==> src/rtl/wb_port_arbiter.sv <==
// Shares the single register-file write port between the pipeline WB stage and a
// long-latency unit, buffering LLU results in a 2-entry in-order queue with WAW squash.
module wb_port_arbiter #(
    parameter int unsigned STARVE_MAX = 4
) (
    input  logic        clk_i,
    input  logic        rst_i,
    input  logic        wb_we_i,
    input  logic [4:0]  wb_rd_i,
    input  logic [31:0] wb_data_i,
    input  logic        llu_valid_i,
    output logic        llu_ready_o,
    input  logic [4:0]  llu_rd_i,
    input  logic [31:0] llu_data_i,
    output logic        wb_stall_o,
    output logic        rf_we_o,
    output logic [4:0]  rf_rd_o,
    output logic [31:0] rf_wd_o,
    output logic [1:0]  pend_cnt_o
);

    localparam int unsigned RW = 5;
    localparam int unsigned DW = 32;
    localparam int unsigned SW = 4;
    localparam int unsigned CW = 2;

    typedef enum logic {NORM = 1'b0, DRAIN = 1'b1} state_t;

    state_t          state_q, state_d;
    logic            drain_cyc_q;
    logic [SW-1:0]   starve_q;
    logic [CW-1:0]   cnt_q, cnt_d;
    logic            head_q;
    logic [RW-1:0]   slot_rd_q   [2];
    logic [DW-1:0]   slot_data_q [2];
    logic            slot_kill_q [2];

    logic buf_nempty, stall, pipe_gnt, pop, push, lost, tail;

    assign buf_nempty = (cnt_q != '0);
    assign stall      = (state_q == DRAIN);
    assign pipe_gnt   = !stall && wb_we_i && (wb_rd_i != '0);
    assign pop        = buf_nempty && (stall || !pipe_gnt);
    assign push       = llu_valid_i && llu_ready_o && (llu_rd_i != '0);
    assign lost       = pipe_gnt && buf_nempty;
    assign tail       = head_q ^ cnt_q[0];

    // Occupancy after this cycle's push/pop
    always_comb begin
        cnt_d = cnt_q;
        if (push && !pop) begin
            cnt_d = cnt_q + CW'(1);
        end else if (pop && !push) begin
            cnt_d = cnt_q - CW'(1);
        end
    end

    // State register
    always_ff @(posedge clk_i) begin
        if (rst_i) begin
            state_q <= NORM;
        end else begin
            state_q <= state_d;
        end
    end

    // Next state: enter DRAIN on a starved loss, leave when empty or after two cycles
    always_comb begin
        state_d = state_q;
        case (state_q)
            NORM: begin
                if (lost && (starve_q == SW'(STARVE_MAX - 1))) begin
                    state_d = DRAIN;
                end
            end
            DRAIN: begin
                if ((cnt_d == '0) || drain_cyc_q) begin
                    state_d = NORM;
                end
            end
            default: state_d = NORM;
        endcase
    end

    // Outputs: grant mux onto the register-file port
    always_comb begin
        llu_ready_o = (cnt_q != CW'(2));
        wb_stall_o  = (state_q == DRAIN);
        pend_cnt_o  = cnt_q;
        rf_we_o     = 1'b0;
        rf_rd_o     = '0;
        rf_wd_o     = '0;
        if (!rst_i) begin
            if (pipe_gnt) begin
                rf_we_o = 1'b1;
                rf_rd_o = wb_rd_i;
                rf_wd_o = wb_data_i;
            end else if (pop && !slot_kill_q[head_q]) begin
                rf_we_o = 1'b1;
                rf_rd_o = slot_rd_q[head_q];
                rf_wd_o = slot_data_q[head_q];
            end
        end
    end

    // Buffer, starvation counter and DRAIN cycle tracking
    always_ff @(posedge clk_i) begin
        if (rst_i) begin
            cnt_q       <= '0;
            head_q      <= 1'b0;
            starve_q    <= '0;
            drain_cyc_q <= 1'b0;
            for (int i = 0; i < 2; i++) begin
                slot_rd_q[i]   <= '0;
                slot_data_q[i] <= '0;
                slot_kill_q[i] <= 1'b0;
            end
        end else begin
            cnt_q       <= cnt_d;
            drain_cyc_q <= (state_q == DRAIN);
            if (pop) begin
                head_q <= ~head_q;
            end
            if (pop || !buf_nempty) begin
                starve_q <= '0;
            end else if (lost) begin
                starve_q <= starve_q + SW'(1);
            end
            // Squash older buffered writes to the same register; a fresh push overrides
            if (pipe_gnt) begin
                for (int i = 0; i < 2; i++) begin
                    if (slot_rd_q[i] == wb_rd_i) begin
                        slot_kill_q[i] <= 1'b1;
                    end
                end
            end
            if (push) begin
                slot_rd_q[tail]   <= llu_rd_i;
                slot_data_q[tail] <= llu_data_i;
                slot_kill_q[tail] <= 1'b0;
            end
        end
    end

endmodule

==> config.mk <==
export PLATFORM = sky130hd
export DESIGN_NAME = wb_port_arbiter
export DESIGN_NICKNAME = d
export VERILOG_FILES = /design/src/rtl/wb_port_arbiter.sv
export SDC_FILE = /design/constraint.sdc
export NUM_CORES = 1
export LEC_CHECK = 0
export BUFFER_PORTS_ARGS = -buffer_cell sky130_fd_sc_hd__buf_2
export CAP_MARGIN = 20
export CORE_ASPECT_RATIO = 1.2
export CORE_MARGIN = 10
export CORE_UTILIZATION = 35
export DETAILED_ROUTE_END_ITERATION = 8
export PLACE_DENSITY = 0.66
export SLEW_MARGIN = 20
export SYNTH_ARGS = -nofsm -noshare
export SYNTH_HDL_FRONTEND = slang
export SYNTH_SLANG_ARGS = --single-unit
==> constraint.sdc <==
create_clock -name clk_i -period 5.1 [get_ports clk_i]
set_input_delay 0.51 -clock clk_i [delete_from_list [all_inputs] [get_ports clk_i]]
set_output_delay 0.51 -clock clk_i [all_outputs]
set_load 0.02 [all_outputs]
## After elaboration in Yosys (flattened, before gate mapping)

Memories as Yosys holds them, arrays and structs flattened. A register that Yosys moved wholly into a read port is not among the register bits.
Index checks and enable logic that the tools add are counted.

| word-level totals | value |
|---|---|
| bits in latches | 0 |
| bits in registers | 9 |
| output and inout bits | 42 |
| memories | 3 |
| memory bits (read-only) | 0 |
| input port bits | 78 |
| bits in writable memories | 76 |

| operators by class | value |
|---|---|
| $add $sub $neg | 3 |
| reduce and logical (&&, ||, !) cells | 26 |
| multiplexer cells | 41 |
| bitwise logic cells | 5 |
| eq/ne operators | 4 |
| magnitude comparators | 0 |
| $mul | 0 |
| divide/modulo/power cells | 0 |
| shifts and indexed selects | 0 |

Memory list:

| memory | depth | width | rd ports | clocked after memory_dff | write ports | RTL line | source |
|---|---|---|---|---|---|---|---|
| slot_data_q | 2 | 32 | 1 | 1 | 2 | 35 | `logic [DW-1:0] slot_data_q [2];` |
| slot_rd_q | 2 | 5 | 3 | 1 | 2 | 34 | `logic [RW-1:0] slot_rd_q [2];` |
| slot_kill_q | 2 | 1 | 1 | 1 | 3 | 36 | `logic slot_kill_q [2];` |

Operator list:

| operator | count |
|---|---|
| $mux 32 | 4 |
| $reduce_or 32->1 | 1 |
| $mux 1 | 30 |
| $mux 5 | 4 |
| $eq 5x5->1 | 2 |
| $logic_and 1x1->1 | 10 |
| $reduce_bool 5->1 | 2 |
| $logic_not 1->1 | 6 |
| $reduce_or 5->1 | 1 |
| $add 4x1->4 const B | 1 |
| $eq 4x2->1 const B | 1 |
| $mux 2 | 2 |
| $logic_or 1x1->1 | 3 |
| $add 2x1->2 const B | 1 |
| $logic_not 2->1 | 1 |
| $ne 2x2->1 const B | 1 |
| $not 1->1 | 2 |
| $or 1x1->1 | 2 |
| $pmux 1 s2 | 1 |
| $reduce_bool 2->1 | 1 |
| $reduce_or 2->1 | 1 |
| $sub 2x1->2 const B | 1 |
| $xor 1x1->1 | 1 |

## Depth between registers and ports, before layout

Gate-level depths: netlist of run 1.

| logic depth | value |
|---|---|
| word-level depth | 13 |
| gate-level depth with buffers | 9 |
| mapped depth without buffers | 7 |

## Least setup slack after synthesis of run 1

No wires, ideal clock.

| path | value |
|---|---|
| kind | register -> output |
| start point | reg cnt_q[0] (netlist: pend_cnt_o[0]) |
| end point | out rf_wd_o[0] |
| stages on the path, launching flop included | 10 |
| setup slack | 2.296 ns |
| data arrival time | 2.294 ns |
| cells stage by stage | dfxtp_1 inv_1 ha_1 or3_1 o22ai_4 and2_1 buf_4 buf_6 a22oi_1 nor2_1 |

| between the ends | value |
|---|---|
| longest elaborated chain between the ends | 6 |

RTL lines:

| element | RTL line | source |
|---|---|---|
| start, declared | 32 | `logic [CW-1:0] cnt_q, cnt_d;` |
| start signal, assigned | 119 | `cnt_q <= cnt_d;` |
| $reduce_bool 2->1 | 40 | `assign buf_nempty = (cnt_q != '0);` |
| $logic_and 1x1->1 | 43 | `assign pop = buf_nempty && (stall \|\| !pipe_gnt);` |
| $logic_and 1x1->1 | 98 | `end else if (pop && !slot_kill_q[head_q]) begin` |
| $mux 32 | 98 |  |
| $mux 32 | 94 | `if (pipe_gnt) begin` |
| $mux 32 | 93 | `if (!rst_i) begin` |
| end, declared | 18 | `output logic [31:0] rf_wd_o,` |

No other way between the ends.

## Worst setup path in the final report of run 1

| path | value |
|---|---|
| start point | reg cnt_q[0] (netlist: pend_cnt_o[0]) |
| end point | out rf_wd_o[7] |

Same word-level chain as after synthesis.

==> impl_results.md, run 1 <==
* Ant diodes at 0
* Die Ht at 143 µm
* Worst hold start: llu_data_i[12]
* Number of global-route vias before repair at 3367
* Share of power burned in registers at 0.428
* Setup TNS at 0 ns
* Largest net degree at the start of global routing at 49
* Most common library cells after synthesis: 75 x and2_1, 74 x edfxtp_1, 47 x nor2_1, 37 x a22oi_1, 37 x mux2_2
* RR Startpoint: pend_cnt_o[0]
* Chip width at 122 µm
* CTS tree: done
* Area growth syn-to-layout at 21.8%
* Area of placed instances at 5130 µm²
* Yosys warns at 0
* I/O pin total at 120
* CP Class: reg -> out
* Synthesized netlist net count at 446
* Clk pwr share at 0.243
* Post-Syn Area at 4410 µm²
* Worst hold path class: in -> reg
* WHS Endpoint: slot_data_q[0][12]
* Detailed Routing Iterations Pass 1 at 4
* Sw frac at 0.314
* CTS H-Tree Depth at 3
* Minimum clock period at 3.60 ns
* Slew @ Worst Pin at between 0.9 and 1 ns
* Initial core utilization at 0.361
* M1 wire length at roughly 4500 µm
* Synth unique cells at 39
* Internal power at ~1.6 mW
* Slew margin rel. at 0.371
* Syn Inst Count at around 370
* Worst EP arrival at 3.09 ns
* Routed WL per cell at around 18 µm
* Cell area after layout at 5370 µm²
* Clk_lat worst skew at between 0.3 and 0.4 ns
* Post-Route WL at 11200 µm
* Reg2reg end: slot_rd_q[1][2]
* Leakage at 2.23 nW
* IO buf count at ~120
* Max Cap Viol at 0
* # Post-CTS Setup Buffers at 0
* Max Root-Sink Buffers at 2
* Final hold viol count at 0
* Net Sw Power at 0.728 mW
* Met2 WL at 5940 µm
* Top layer in use: met5
* Vias at 3144
* Unrepaired setup endpoints after global routing: false
* Synth area leaders: edfxtp_1 50%, and2_1 11%, mux2_2 9.4%, a22oi_1 6.3%, dfxtp_1 5.4%
* Nets at 555
* CP max FO at 30
* GPL Wtd Cong at roughly 0.76
* Dominant cell type by area after synthesis: edfxtp_1
* Total gr overflow at 0
* Final Max Slew Viols at 0
* Comb power frac at 0.329
* Reg2Reg Setup Slack at about 2.5 ns
* Pwr/cell area at 431 nW/µm²
* Sequential-to-total area share from yosys stat at 0.558
* Tcrit/Tclk final at 0.706
* Crit end category: output pin
* Die area at 17500 µm²
* Final HPWL DP at approximately 7600 µm
* Post-synth top area share at 0.504
* Status: finished, final reports clean
* GRT Util Overall at 0.126
* Met3 WL post-DR at 645 µm
* Count leader, synth: and2_1
* DR iter-0 viols at 147
* Worst path required time at 4.59 ns
* Hold buffers post-CTS at 0
* Top_reg_cell synth: edfxtp_1
* Residual DRC at 0
* Vias per cell at between 4 and 5
* Setup Viol. Count Final at 0
* Placeable Area at 12200 µm²
* Clk sinks at 86
* Cts repair resizes at 0
* Fmax at 0.278 GHz
* CP Launch Type: flop
* EDFF count, synth at 74
* CTS Root Cell: clkbuf_16
* Reg2reg path depth at 7
* Initial antenna violation count at 1
* Clock Skew at 0.00351 ns
* First-pass GRT wire length at roughly 17000 µm
* Worst vdd ir at 0.188 mV
* Site Rows at 44
* Hold depth at 2
* CTS buffer count at 9
* Clk pin slew, worst setup/hold paths at 0.06 ns
* Antenna viol nets, final at 0
* Avg Cell Area, Syn at 12.1 µm²
* Seq cells post-synth at 86
* FFs w/ async S/R, synth at 0
* Layout cells sized above 1 at 0.388
## worst max path at each step
stage	cells after the start	startpoint	endpoint
floorplan	9	pend_cnt_o[0]	rf_wd_o[0]
global placement	9	pend_cnt_o[0]	rf_rd_o[0]
detailed placement	9	pend_cnt_o[0]	rf_wd_o[7]
CTS	9	pend_cnt_o[0]	rf_wd_o[7]
global route	9	pend_cnt_o[0]	rf_rd_o[1]
finish	9	pend_cnt_o[0]	rf_wd_o[7]
## power groups by stage
stage | Sequential (mW) | Combinational (mW) | Clock, mW
after floorplan | 0.997 | 0.563 | 0
after global placement | 0.998 | 0.761 | 0
after detailed placement | 1.01 | 0.778 | 0
after CTS | 0.993 | 0.783 | 0.577
after global routing | 1.01 | 0.836 | 0.608
final | 0.991 | 0.763 | 0.563
## routing by layer
metal | GRT usage | vias to the layer above
li1 | - | 1515
met1 | 0.136 | 1537
met2 | 0.227 | 81
met3 | 0.0387 | 9
met4 | 0.0422 | 2
met5 | 0 | -
## state kept, by name, summed over array words and instances, names as in the netlist, named ones only
register     flops
slot_data_q     64
head_q           1
slot_rd_q       10
pend_cnt_o       2
starve_q         4
slot_kill_q      2
wb_stall_o       1
drain_cyc_q      1
## per-stage QoR
step	instances	worst slack [ns]	total power, mW	hold WS, ns	util
global route	638	1.29	2.45	0.458	0.440
CTS	638	1.47	2.35	0.455	0.440
finish	638	1.50	2.32	0.467	0.440
global placement	624	2.00	1.76	0.429	0.420
detailed placement	624	1.84	1.79	0.461	0.420
floorplan	365	2.30	1.56	0.418	-
## logic make-up after synthesis
group           count (synthesis)  synth area share
buf+inv                        30            0.0340
mux                            39            0.0990
compound gates                 45            0.0826
flops                          86             0.558
simple gates                  146             0.184
xor+xnor                       16            0.0335
fa+ha+maj                       3           0.00851
## critical path, stage by stage (launching register included)
cell     delay (ns)
dfxtp_1        0.40
inv_1          0.12
ha_1           0.26
or3_1          0.40
o22ai_4        0.27
and2_1         0.43
buf_4          0.43
a22oi_1        0.13
nor2_1         0.13
buf_2          0.18
## area by class of cell
| cell class | count | area (µm²) |
|---|---|---|
| Inverter | 5 | 18.8 |
| Clock inverter | 3 | 13.8 |
| Sequential cell | 86 | 2460 |
| Multi-Input combinational cell | 249 | 1820 |
| Timing Repair Buffer | 123 | 626 |
| Clock buffer | 11 | 233 |
| Tap cell | 161 | 201 |
| Fill cell | 1171 | 6850 |
## cells in the final DEF, fill, tap and decap left out, types with 3 or more instances in the layout
cell type / count
buf_2: 119
and2_1: 75
edfxtp_1: 74
nor2_1: 46
mux2_2: 37
a22oi_1: 37
dfxtp_1: 11
clkbuf_16: 9
xor2_1: 8
xnor2_1: 7
inv_1: 5
nor3_1: 4
buf_4: 4
ha_1: 3
Power figures use the tool's default switching activity.
==> run 2, diff against run 1 <==
PLACE_DENSITY = 0.68   (was 0.66)
clock period = 2.9 ns   (was 5.1 ns; I/O delays follow)
==> impl_results.md, run 2 (synthesis results as in run 1) <==
* Fmax at 0.369 GHz
* Sequential Area at 2460 µm²
* Most frequent cells in the layout: 119 x buf_2, 74 x and2_1, 74 x edfxtp_1
* CTS buffer count at 9
* Final HPWL DP at 7760 µm
* Chip width at 122 µm
* Setup TNS at 0 ns
* Largest stage delay, worst path at 0.41 ns
* Crit end category: output pin
* WHS at 0.242 ns
* Largest reg by FF count: slot_data_q
* Unrepaired setup endpoints after global routing: false
* IO buf count at 119
* DR iter-0 viols at 169
* Fillers at 1151
* Max stage delay cell, worst path: or3_1
* Initial core utilization at 0.361
* CTS tree: done
* Layout cells sized above 1 at 0.397
* CTS H-Tree Depth at 3
* Most common library cell in the layout ignoring fill and taps: buf_2
* Cell area after layout at 5520 µm²
* Area growth syn-to-layout at 25.2%
* Max reg flops at 64
* GRT Util Overall at 0.126
* Pwr/cell area at 803 nW/µm²
* Slew margin rel. at 0.328
* Worst hold path class: in -> reg
* Area of placed instances at 5170 µm²
* Clk pin slew, worst setup/hold paths at around 0.060 ns
* Die Ht at roughly 140 µm
* Vias per cell at 4.98
* CP delay by family, top: simple AND/OR/NAND/NOR gates
* Minimum clock period at 2.71 ns
* Largest net degree at the start of global routing at 40
* Tcrit/Tclk final at 0.935
* Placeable Area at 12200 µm²
* Worst path required time at 2.61 ns
* CP max FO at 19
* Vias at approximately 3200
* Worst EP arrival at between 2 and 2.5 ns
* Site Rows at 44
* Clk sinks at 86
* Total gr overflow at 0
* Critical-path cell list: inv_1, ha_1, or3_1, o22ai_4, and2_4, buf_12, a22oi_1, nor2_1, buf_2
* Nets at around 560
* Final Max Slew Viols at 0
* Post-Route WL at 11500 µm
* Clock Skew at between 0.004 and 0.005 ns
* Clk_lat worst skew at between 0.3 and 0.4 ns
* Hold buffers post-CTS at 0
* Detailed Routing Iterations Pass 1 at 5
* Max Root-Sink Buffers at 2
* Antenna viol nets, final at 0
* Worst vdd ir at 0.375 mV
* Die area at 17500 µm²
* Leakage at 2.30 nW
* CTS Root Cell: clkbuf_16
* Ant diodes at 0
* Crit path buf inv count at 3
* CP Class: reg -> out
* Final hold viol count at 0
* Routed WL per cell at 17.9 µm
* Top flop regs: slot_data_q x64, slot_rd_q x10, starve_q x4
* Area of the multi-input gates at between 1500 and 2000 µm²
* First-pass GRT wire length at between 15000 and 20000 µm
* CP Launch Type: flop
* I/O pin total at 120
* Residual DRC at 0
* Number of global-route vias before repair at about 3400
* Initial antenna violation count at 0
* Setup Viol. Count Final at 0
* Max Cap Viol at 0
* GPL Wtd Cong at 0.801
* # Post-CTS Setup Buffers at 0
* Slew @ Worst Pin at 1.01 ns
* Status: finished, final reports clean
run 2: cell count changes in the layout (fill, tap and decap cells not counted):
cell and change:
bufinv_16 +3, buf_12 +2, and2_1 -1, and2_4 +1, clkbuf_1 -1, clkbuf_16 +1, clkinv_2 -1
run 2: final timing paths:
check | end | startpoint | cells past startpoint | slack [ns]
setup / recovery | rf_rd_o[2] | pend_cnt_o[0] | 9 | 0.19
hold / removal | slot_data_q[1][9] | llu_data_i[9] | 2 | 0.24
setup reg to reg | slot_data_q[1][17] | pend_cnt_o[0] | 6 | 0.75
hold reg to reg | starve_q[0] | starve_q[0] | 1 | 0.45
run 2: report_power, final:
| part | internal (mW) | switching [mW] |
|---|---|---|
| registers | 1.66 | 0.124 |
| logic | 0.637 | 0.761 |
| clock network | 0.832 | 0.426 |
| total | 3.13 | 1.31 |
run 2: layout make-up:
cell class	instances	share of cell area
timing repair buffer	126	0.125
clock inverter	5	0.0179
inverter	5	0.00340
tap	161	0.0365
clock buffer	10	0.0415
sequential	86	0.446
multi-input combinational	249	0.330
run 2: through the flow:
| step | instances | power [mW] | worst slack (ns) | util |
|---|---|---|---|---|
| final | 642 | 4.44 | 0.188 | 0.452 |
| after global routing | 642 | 4.68 | 0.0467 | 0.452 |
| after CTS | 641 | 4.45 | 0.155 | 0.450 |
| after detailed placement | 626 | 3.17 | 0.513 | 0.423 |
| after global placement | 626 | 3.14 | 0.607 | 0.423 |
| after floorplan | 365 | 2.74 | 0.316 | - |
run 2: what timing repair did:
action | 4_1_cts | 5_1_grt
gates resized for setup | 0 | 2
setup endpoints to repair | 0 | 2
hold endpoints to repair | 0 | 0
run 2: per-layer routing:
metal / track usage / routed length, µm
met5: 0 / 0
met4: 0.0646 / 253
met3: 0.0300 / 715
met2: 0.220 / 6010
met1: 0.139 / 4500
==> run 3, diff against run 2 <==
CAP_MARGIN = 25   (was 20)
RECOVER_POWER = 100   (was not set)
==> impl_results.md, run 3 (synthesis results as in run 1) <==
* Status: finished, final reports clean
* Most common library cell in the layout ignoring fill and taps: buf_2
* I/O pin total at 120
* Leakage at 2.22 nW
* Worst setup startpoint: pend_cnt_o[0]
* Slew margin rel. at 0.0401
* Reg2reg path depth at 6
* First-pass GRT wire length at 17300 µm
* Final non-filler cell total at 642
* Layout cells sized above 1 at 0.383
* Reg2reg end: slot_data_q[0][31]
* Reg2Reg Setup Slack at 0.29 ns
* Unrepaired setup endpoints after global routing: false
* Critical Path End: rf_wd_o[12]
* Total gr overflow at 0
* Number of global-route vias before repair at ~3400
* Minimum clock period at 2.74 ns
* GPL Wtd Cong at 0.801
* IO buf count at around 120
* Crit end category: output pin
* Setup TNS at 0 ns
* Final hold viol count at 0
* Slew @ Worst Pin at 1.44 ns
* CP max FO at 19
* Final Max Slew Viols at 0
* Worst EP arrival at 2.45 ns
* Vias per cell at roughly 5
* Pwr/cell area at 804 nW/µm²
* # Post-CTS Setup Buffers at 0
* Nets at ~560
* Setup Viol. Count Final at 0
* Top flop regs: slot_data_q x64, slot_rd_q x10, starve_q x4
* RR Startpoint: pend_cnt_o[0]
* Max reg flops at 64
* Detailed Routing Iterations Pass 1 at 5
* Tcrit/Tclk final at 0.944
* Clock Skew at 0.00609 ns
* Ant diodes at 0
* Most frequent cells in the layout: 80 x buf_2, 74 x edfxtp_1, 46 x nor2_1
* Post-Route WL at approximately 11000 µm
* CTS H-Tree Depth at 3
* Initial core utilization at 0.361
* Fmax at 0.365 GHz
* CP Launch Type: flop
* Antenna viol nets, final at 0
* Worst hold path class: in -> reg
* Residual DRC at 0
* Initial antenna violation count at 0
* Hold buffers post-CTS at 0
* DR iter-0 viols at 173
* Die Ht at around 140 µm
* Max Cap Viol at 0
* Worst vdd ir at about 0.36 mV
* Die area at about 18000 µm²
* Worst path required time at ~2.6 ns
* Max Root-Sink Buffers at 2
* Chip width at 122 µm
* Final HPWL DP at just under 8000 µm
* Largest reg by FF count: slot_data_q
* CTS buffer count at 9
* Vias at 3181
* CTS tree: done
* Area growth syn-to-layout at 24.5%
* Largest net degree at the start of global routing at 40
* Clk sinks at 86
* Site Rows at 44
* Clk_lat worst skew at about 0.33 ns
* Fillers at 1161
* CTS Root Cell: clkbuf_16
* Placed cell count at 626
* Routed WL per cell at 17.9 µm
* CP Class: reg -> out
* Clk pin slew, worst setup/hold paths at 0.06 ns
* GRT Util Overall at 0.126
* Placeable Area at 12200 µm²
* Cts repair resizes at 0
## run 3: cell count changes in the layout (fill, tap and decap cells not counted), sizes merged
| cell | delta |
|---|---|
| buf | -42 |
| clkbuf | +42 |
## run 3: how the worst min path moves through the flow
| stage | from | to | slack, ns | cells past startpoint |
|---|---|---|---|---|
| detailed placement | starve_q[0] | starve_q[0] | 0.44 | 1 |
| finish | llu_data_i[9] | slot_data_q[1][9] | 0.24 | 2 |
| floorplan | starve_q[0] | starve_q[0] | 0.42 | 1 |
| CTS | llu_data_i[20] | slot_data_q[1][20] | 0.23 | 2 |
| global route | llu_data_i[20] | slot_data_q[0][20] | 0.24 | 2 |
| global placement | starve_q[0] | starve_q[0] | 0.43 | 1 |
## run 3: per-stage QoR
step	utilization	setup slack [ns]	instance area [µm²]	total power, mW	hold slack [ns]
5_1_grt	0.449	0.0264	5490	4.66	0.244
3_5_place_dp	0.423	0.513	5170	3.17	0.438
6_report	0.449	0.164	5490	4.41	0.241
2_1_floorplan	-	0.316	4410	2.74	0.418
4_1_cts	0.450	0.155	5500	4.45	0.228
3_3_place_gp	0.423	0.607	5170	3.14	0.429
## run 3: layout make-up
cell class                      instances  area (µm²)  area share
Timing Repair Buffer                  126         676       0.123
Tap cell                              161         201      0.0367
Clock buffer                           10         229      0.0417
Clock inverter                          5        98.8      0.0180
Inverter                                5        18.8     0.00342
Sequential cell                        86        2460       0.449
Multi-Input combinational cell        249        1800       0.329
## run 3: critical path, cell delays in order, from the launching register on
cell       delay, ns
dfxtp_1         0.39
inv_1           0.12
ha_1            0.27
or3_1           0.41
o22ai_4         0.12
and2_4          0.21
clkbuf_16       0.20
a22oi_1         0.08
nor2_1          0.13
clkbuf_2        0.20
## run 3: layer usage
layer / wire length, µm / global-route usage / vias up / part of all wire
met5: 0 / 0 / - / 0
met4: 240 / 0.0646 / 0 / 0.021
met2: 6040 / 0.220 / 110 / 0.53
li1: - / - / 1524 / -
met3: 747 / 0.0300 / 15 / 0.065
met1: 4440 / 0.139 / 1532 / 0.39
## run 3: power breakdown
group	switching [mW]	internal, mW	leakage, nW
clock	0.426	0.832	0.160
combinational	0.759	0.612	1.19
sequential	0.126	1.66	0.872
total	1.31	3.10	2.22
